<file path="src/rtl/control_fsm.sv">
// control_fsm: multi-cycle FETCH/DECODE/EXEC/MEM/WB controller with retired-instruction counter.
// Define CTRL_MEM_WAIT_EN to add a Mem_Ready input that stretches MEM until memory is ready.
module control_fsm #(
   parameter int COUNT_W = 32
) (
   input  logic               Clk,
   input  logic               Reset,
   input  logic [31:0]        Instr,
   input  logic               ALU_Zero,
`ifdef CTRL_MEM_WAIT_EN
   input  logic               Mem_Ready,
`endif
   output logic               PC_sel,
   output logic               PC_LdEn,
   output logic               RF_WrEn,
   output logic               RF_WrData_sel,
   output logic               RF_B_sel,
   output logic               ALU_Bin_sel,
   output logic [3:0]         ALU_func,
   output logic               MEM_WrEn,
   output logic               ByteOp,
   output logic [2:0]         State,
   output logic [COUNT_W-1:0] Instr_Count
);
   localparam logic [2:0] FETCH = 3'd0, DECODE = 3'd1, EXEC = 3'd2, MEM = 3'd3, WB = 3'd4;
   logic [5:0] op;
   logic [2:0] next_state;
   logic is_r, is_addi, is_andi, is_ori, is_li, is_lui, is_b, is_beq, is_bne;
   logic is_lb, is_lw, is_sb, is_sw, is_br, is_ld, is_st, legal, mem_done;
   logic unused_bits;
   assign op          = Instr[31:26];
   assign unused_bits = ^Instr[25:4];
   assign is_r    = op == 6'b100000;
   assign is_addi = op == 6'b110000;
   assign is_andi = op == 6'b110010;
   assign is_ori  = op == 6'b110011;
   assign is_li   = op == 6'b111000;
   assign is_lui  = op == 6'b111001;
   assign is_b    = op == 6'b111111;
   assign is_beq  = op == 6'b000000;
   assign is_bne  = op == 6'b000001;
   assign is_lb   = op == 6'b000011;
   assign is_lw   = op == 6'b001111;
   assign is_sb   = op == 6'b000111;
   assign is_sw   = op == 6'b011111;
   assign is_br   = is_b | is_beq | is_bne;
   assign is_ld   = is_lb | is_lw;
   assign is_st   = is_sb | is_sw;
   assign legal   = is_r | is_addi | is_andi | is_ori | is_li | is_lui | is_br | is_ld | is_st;
`ifdef CTRL_MEM_WAIT_EN
   assign mem_done = Mem_Ready;
`else
   assign mem_done = 1'b1;
`endif
   always_ff @(posedge Clk) begin
      if (Reset) begin
         State       <= FETCH;
         Instr_Count <= '0;
      end else begin
         State       <= next_state;
         Instr_Count <= PC_LdEn ? Instr_Count + 1'b1 : Instr_Count;
      end
   end
   // Unused encodings 5-7 fall through to FETCH.
   always_comb begin
      next_state = State == FETCH  ? DECODE :
                   State == DECODE ? (legal ? EXEC : FETCH) :
                   State == EXEC   ? (is_br ? FETCH : (is_ld | is_st) ? MEM : WB) :
                   State == MEM    ? (!mem_done ? MEM : is_st ? FETCH : WB) :
                   FETCH;
   end
   // PC_LdEn marks the last cycle of each instruction; a stalled store waits for mem_done.
   always_comb begin
      PC_LdEn       = (State == DECODE && !legal) || (State == EXEC && is_br) ||
                      (State == MEM && is_st && mem_done) || State == WB;
      PC_sel        = State == EXEC && (is_b || (is_beq && ALU_Zero) || (is_bne && !ALU_Zero));
      RF_WrEn       = State == WB;
      RF_WrData_sel = State == WB && is_ld;
      MEM_WrEn      = State == MEM && is_st;
      RF_B_sel      = is_st | is_beq | is_bne;
      ALU_Bin_sel   = is_addi | is_andi | is_ori | is_li | is_lui | is_ld | is_st;
      ByteOp        = is_lb | is_sb;
      ALU_func      = is_r ? Instr[3:0] : is_andi ? 4'b0010 : is_ori ? 4'b0011 :
                      (is_beq | is_bne) ? 4'b0001 : 4'b0000;
   end
endmodule

</file>
<file path="config.mk">
export PLATFORM = sky130hd
export DESIGN_NAME = control_fsm
export DESIGN_NICKNAME = d
export VERILOG_FILES = /design/src/rtl/control_fsm.sv
export SDC_FILE = /design/constraint.sdc
export NUM_CORES = 1
export LEC_CHECK = 0
export CORE_ASPECT_RATIO = 0.7
export CORE_MARGIN = 2
export CORE_UTILIZATION = 40
export CTS_BUF_LIST = sky130_fd_sc_hd__clkbuf_16
export CTS_CLUSTER_DIAMETER = 150
export DETAILED_ROUTE_END_ITERATION = 7
export MAX_ROUTING_LAYER = met4
export PLACE_DENSITY_LB_ADDON = 0.25
export RECOVER_POWER = 50
export SLEW_MARGIN = 5
export SYNTH_ARGS = -nofsm -noshare
export SYNTH_HDL_FRONTEND = slang
export SYNTH_SLANG_ARGS = --single-unit
</file>
<file path="constraint.sdc">
create_clock -name Clk -period 1.9 [get_ports Clk]
set_input_delay 0.285 -clock Clk [delete_from_list [all_inputs] [get_ports Clk]]
set_output_delay 0.285 -clock Clk [all_outputs]
set_load 0.1 [all_outputs]
</file>
==> impl_metrics.csv <==
group,metric,value,unit
route,routed_wl,6.72,mm
clocking,cts_htree_levels,2,
synth,yosys_register_bits,35,
clocking,cts_buffer_depth,2,
clocking,clk_latency,280,ps
clocking,cts.sinks,35,
pwr,leakagePower,1.53,nW
critical_path,path_max_fanout,6,
synth,ys_top_cells_by_count,"dfxtp_1, nor2_1, xor2_1, a21oi_1, o21ai_0",
clocking,cts_inserted_buffers,5,
grt,use_met1,33.1,%
floorplanning,io_pins,82,
critical_path,cp_cell_sequence,"and4_4, nand3_4, nor3_4, o2111ai_4, or4_1, a21oi_1",
grt,grt.met2_usage,32.4,%
critical_path,cpPeakStageDelay,500,ps
clocking,cts_tree,"yes",
final_layout,area_delta_synth_final,75.6,%
synth,synth_top_area_cell,"dfxtp_1",
synth,ys_warn_count,0,
synth,synth.top_cell.area_share,33.4,%
pwr,p_sw,595,uW
synth,synth_cell_types,53,
route,dr.pass1.iters,4,
floorplanning,placementRows,22,
sta,max_clock_freq,0.512,GHz
synth,async_flop_share,0,%
floorplanning,dieArea,5850,um^2
sta,hold_viol_final,0,
floorplanning,die-height,64.6,um
floorplanning,core,5150,um^2
pwr,vdd.ir_drop.worst,332,uV
critical_path,worstSetupPathType,"reg -> reg",
sta,slew_viol_final,0,
final_layout,final_area,3680,um^2
sta,tightest_slew,558,ps
sta,timing.slew.headroom,63.0,%
sta,rsz0062_at_grt,"true",
critical_path,required,2120,ps
clocking,cts_root_buffer,"clkbuf_16",
route,via_count,2281,
sta,skew,4.31,ps
placed_design,portBuffers,59,
grt,grt_pass1_wl,10.3,mm
critical_path,cp.arrival,2170,ps
pwr,p_clk_share,41.5,%
final_layout,drive_gt1_share,56.0,%
synth,synthCells,247,
final_layout,nets,394,
route,ant_nets,0,
sta,period_share,103,%
synth,synth-edff-count,0,
route,drtIter0Drc,93,
placed_design,dpl_cell_area,3250,um^2
pwr,power_frac_seq,37.2,%
floorplanning,start_util,40.8,%
pwr,power,1.96,mW
synth,ys_seq_area_share,33.4,%
synth,synth_area,2100,um^2
critical_path,cpLargestDelayFamily,"simple AND/OR/NAND/NOR gates",
clocking,ctsHoldBuffers,0,
synth,synth.most_common_cell,"dfxtp_1",
pwr,power.internal,1.36,mW
route,remaining_drc_errors,0,
grt,busiest_layer,"met1",
hold_path,hold_path.class,"reg -> reg",
critical_path,end_kind,"flop",
grt,grt_util_met3,4.30,%
pwr,swShare,30.4,%
final_layout,num_antenna_cells,0,
placed_design,dp_hpwl,4.33,mm
clocking,clk_pin_slew,60,ps
pwr,p_comb_share,21.3,%
grt,grt_pass1_vias,2060,
critical_path,worst_setup_path_start_kind,"flop",
critical_path,crit_buf_inv,0,
grt,antenna_found_initial,0,
grt,grt_overflow,0,
synth,syn-num-nets,283,
status,violations,"setup timing",
synth,syn_area_per_cell,8.49,um^2
sta,fin_crit,1950,ps
route,wire_per_inst,15.6,um
status,outcome,"finished with violations",
pwr,powerDensity,531,nW/um^2
sta,setup_ws,-52.0,ps
floorplanning,die_w,90.6,um
synth,synthTopCellsByArea,"dfxtp_1, xor2_1, nor2_1, a21oi_1, o21ai_0",
sta,final-setup-viol-count,4,
placed_design,gp_congestion,0.834,
job,maxCapViolCount,0,
grt,grt_use_total,22.6,%
critical_path,crit_slowest_cell,"or4_1",
grt,grt_max_degree,33,
synth,synthFlopType,"dfxtp_1",
route,via_per_inst,5.29,
## worst register-to-register path, delay by kind of cell (launching register included)
family / cells / cell delay, ps
DFF: 1 / 380
and+or+nand+nor: 4 / 1160
AOI/OAI and AO/OA: 2 / 350
## registers in the layout (all words and copies together) (netlist names)
signal       cells
State            3
Instr_Count     32
## through the flow
step	hold slack, ps	std cells	setup TNS, ps	util, %	setup slack (ps)
after detailed placement	468	399	-20690	63.1	-660
final	489	431	-134	71.6	-52.0
after global routing	500	431	-920	71.6	-128
after CTS	476	425	-103	70.2	-81.0
after floorplan	569	247	-1450	-	-297
after global placement	464	399	-18560	63.1	-564
## cell type report
| type | instances | area, um^2 |
|---|---|---|
| Clock buffer | 5 | 125 |
| Clock inverter | 3 | 17.5 |
| Fill cell | 377 | 1460 |
| Inverter | 8 | 33.8 |
| Multi-Input combinational cell | 188 | 1530 |
| Sequential cell | 35 | 793 |
| Tap cell | 72 | 90.1 |
| Timing Repair Buffer | 120 | 1100 |
## power by group through the flow
stage          Combinational [mW]  Clock [mW]  Sequential, mW
3_5_place_dp                0.369           0           0.743
4_1_cts                     0.407       0.817           0.728
2_1_floorplan               0.194           0           0.796
5_1_grt                     0.437       0.844           0.730
3_3_place_gp                0.367           0           0.743
6_report                    0.417       0.812           0.729
## kinds of logic (layout without fill, tap and decap cells)
| logic type | Yosys count | after routing | share of synthesized area (%) |
|---|---|---|---|
| buffers and inverters | 25 | 136 | 7.10 |
| AOI/OAI and AO/OA | 62 | 63 | 21.3 |
| adders and majority gates | 1 | 1 | 0.596 |
| and+or+nand+nor | 102 | 102 | 28.4 |
| xor gates and xnor gates | 22 | 22 | 9.18 |
| DFF | 35 | 35 | 33.4 |
## per-layer routing
layer,wire [um],share of wire [%]
met5,0,0
met4,55,0.82
met3,378,5.6
met2,3020,45
met1,3260,49
## what timing repair did
item                                    in CTS  in global routing
setup buffers                               18                  9
resized for setup                           44                 27
pin swaps                                   14                 21
endpoints found under the setup margin      44                 24
endpoints found under the hold margin        0                  0
cloned                                       1                  0
## final timing paths
path                   from         endpoint  slack (ps)  depth (start not counted)
max          Instr_Count[3]  Instr_Count[29]         -50                          6
min                State[2]         State[1]         490                          1
max reg2reg  Instr_Count[3]  Instr_Count[29]         -50                          6
min reg2reg        State[2]         State[1]         490                          1
## cells in the final DEF, fill, tap and decap left out, drive strengths merged, types with 2 or more instances in the layout
cell	instances
a21oi	16
and3	7
and4	5
buf	92
clkbuf	27
clkdlybuf4s50	6
dfxtp	35
inv	9
nand2	15
nand3	6
nand4	3
nand4b	2
nor2	33
nor2b	2
nor3	7
nor4	5
o2111ai	9
o211ai	7
o21ai	22
o31ai	2
or2	2
or3	10
xor2	21
Power figures use the tool's default switching activity.
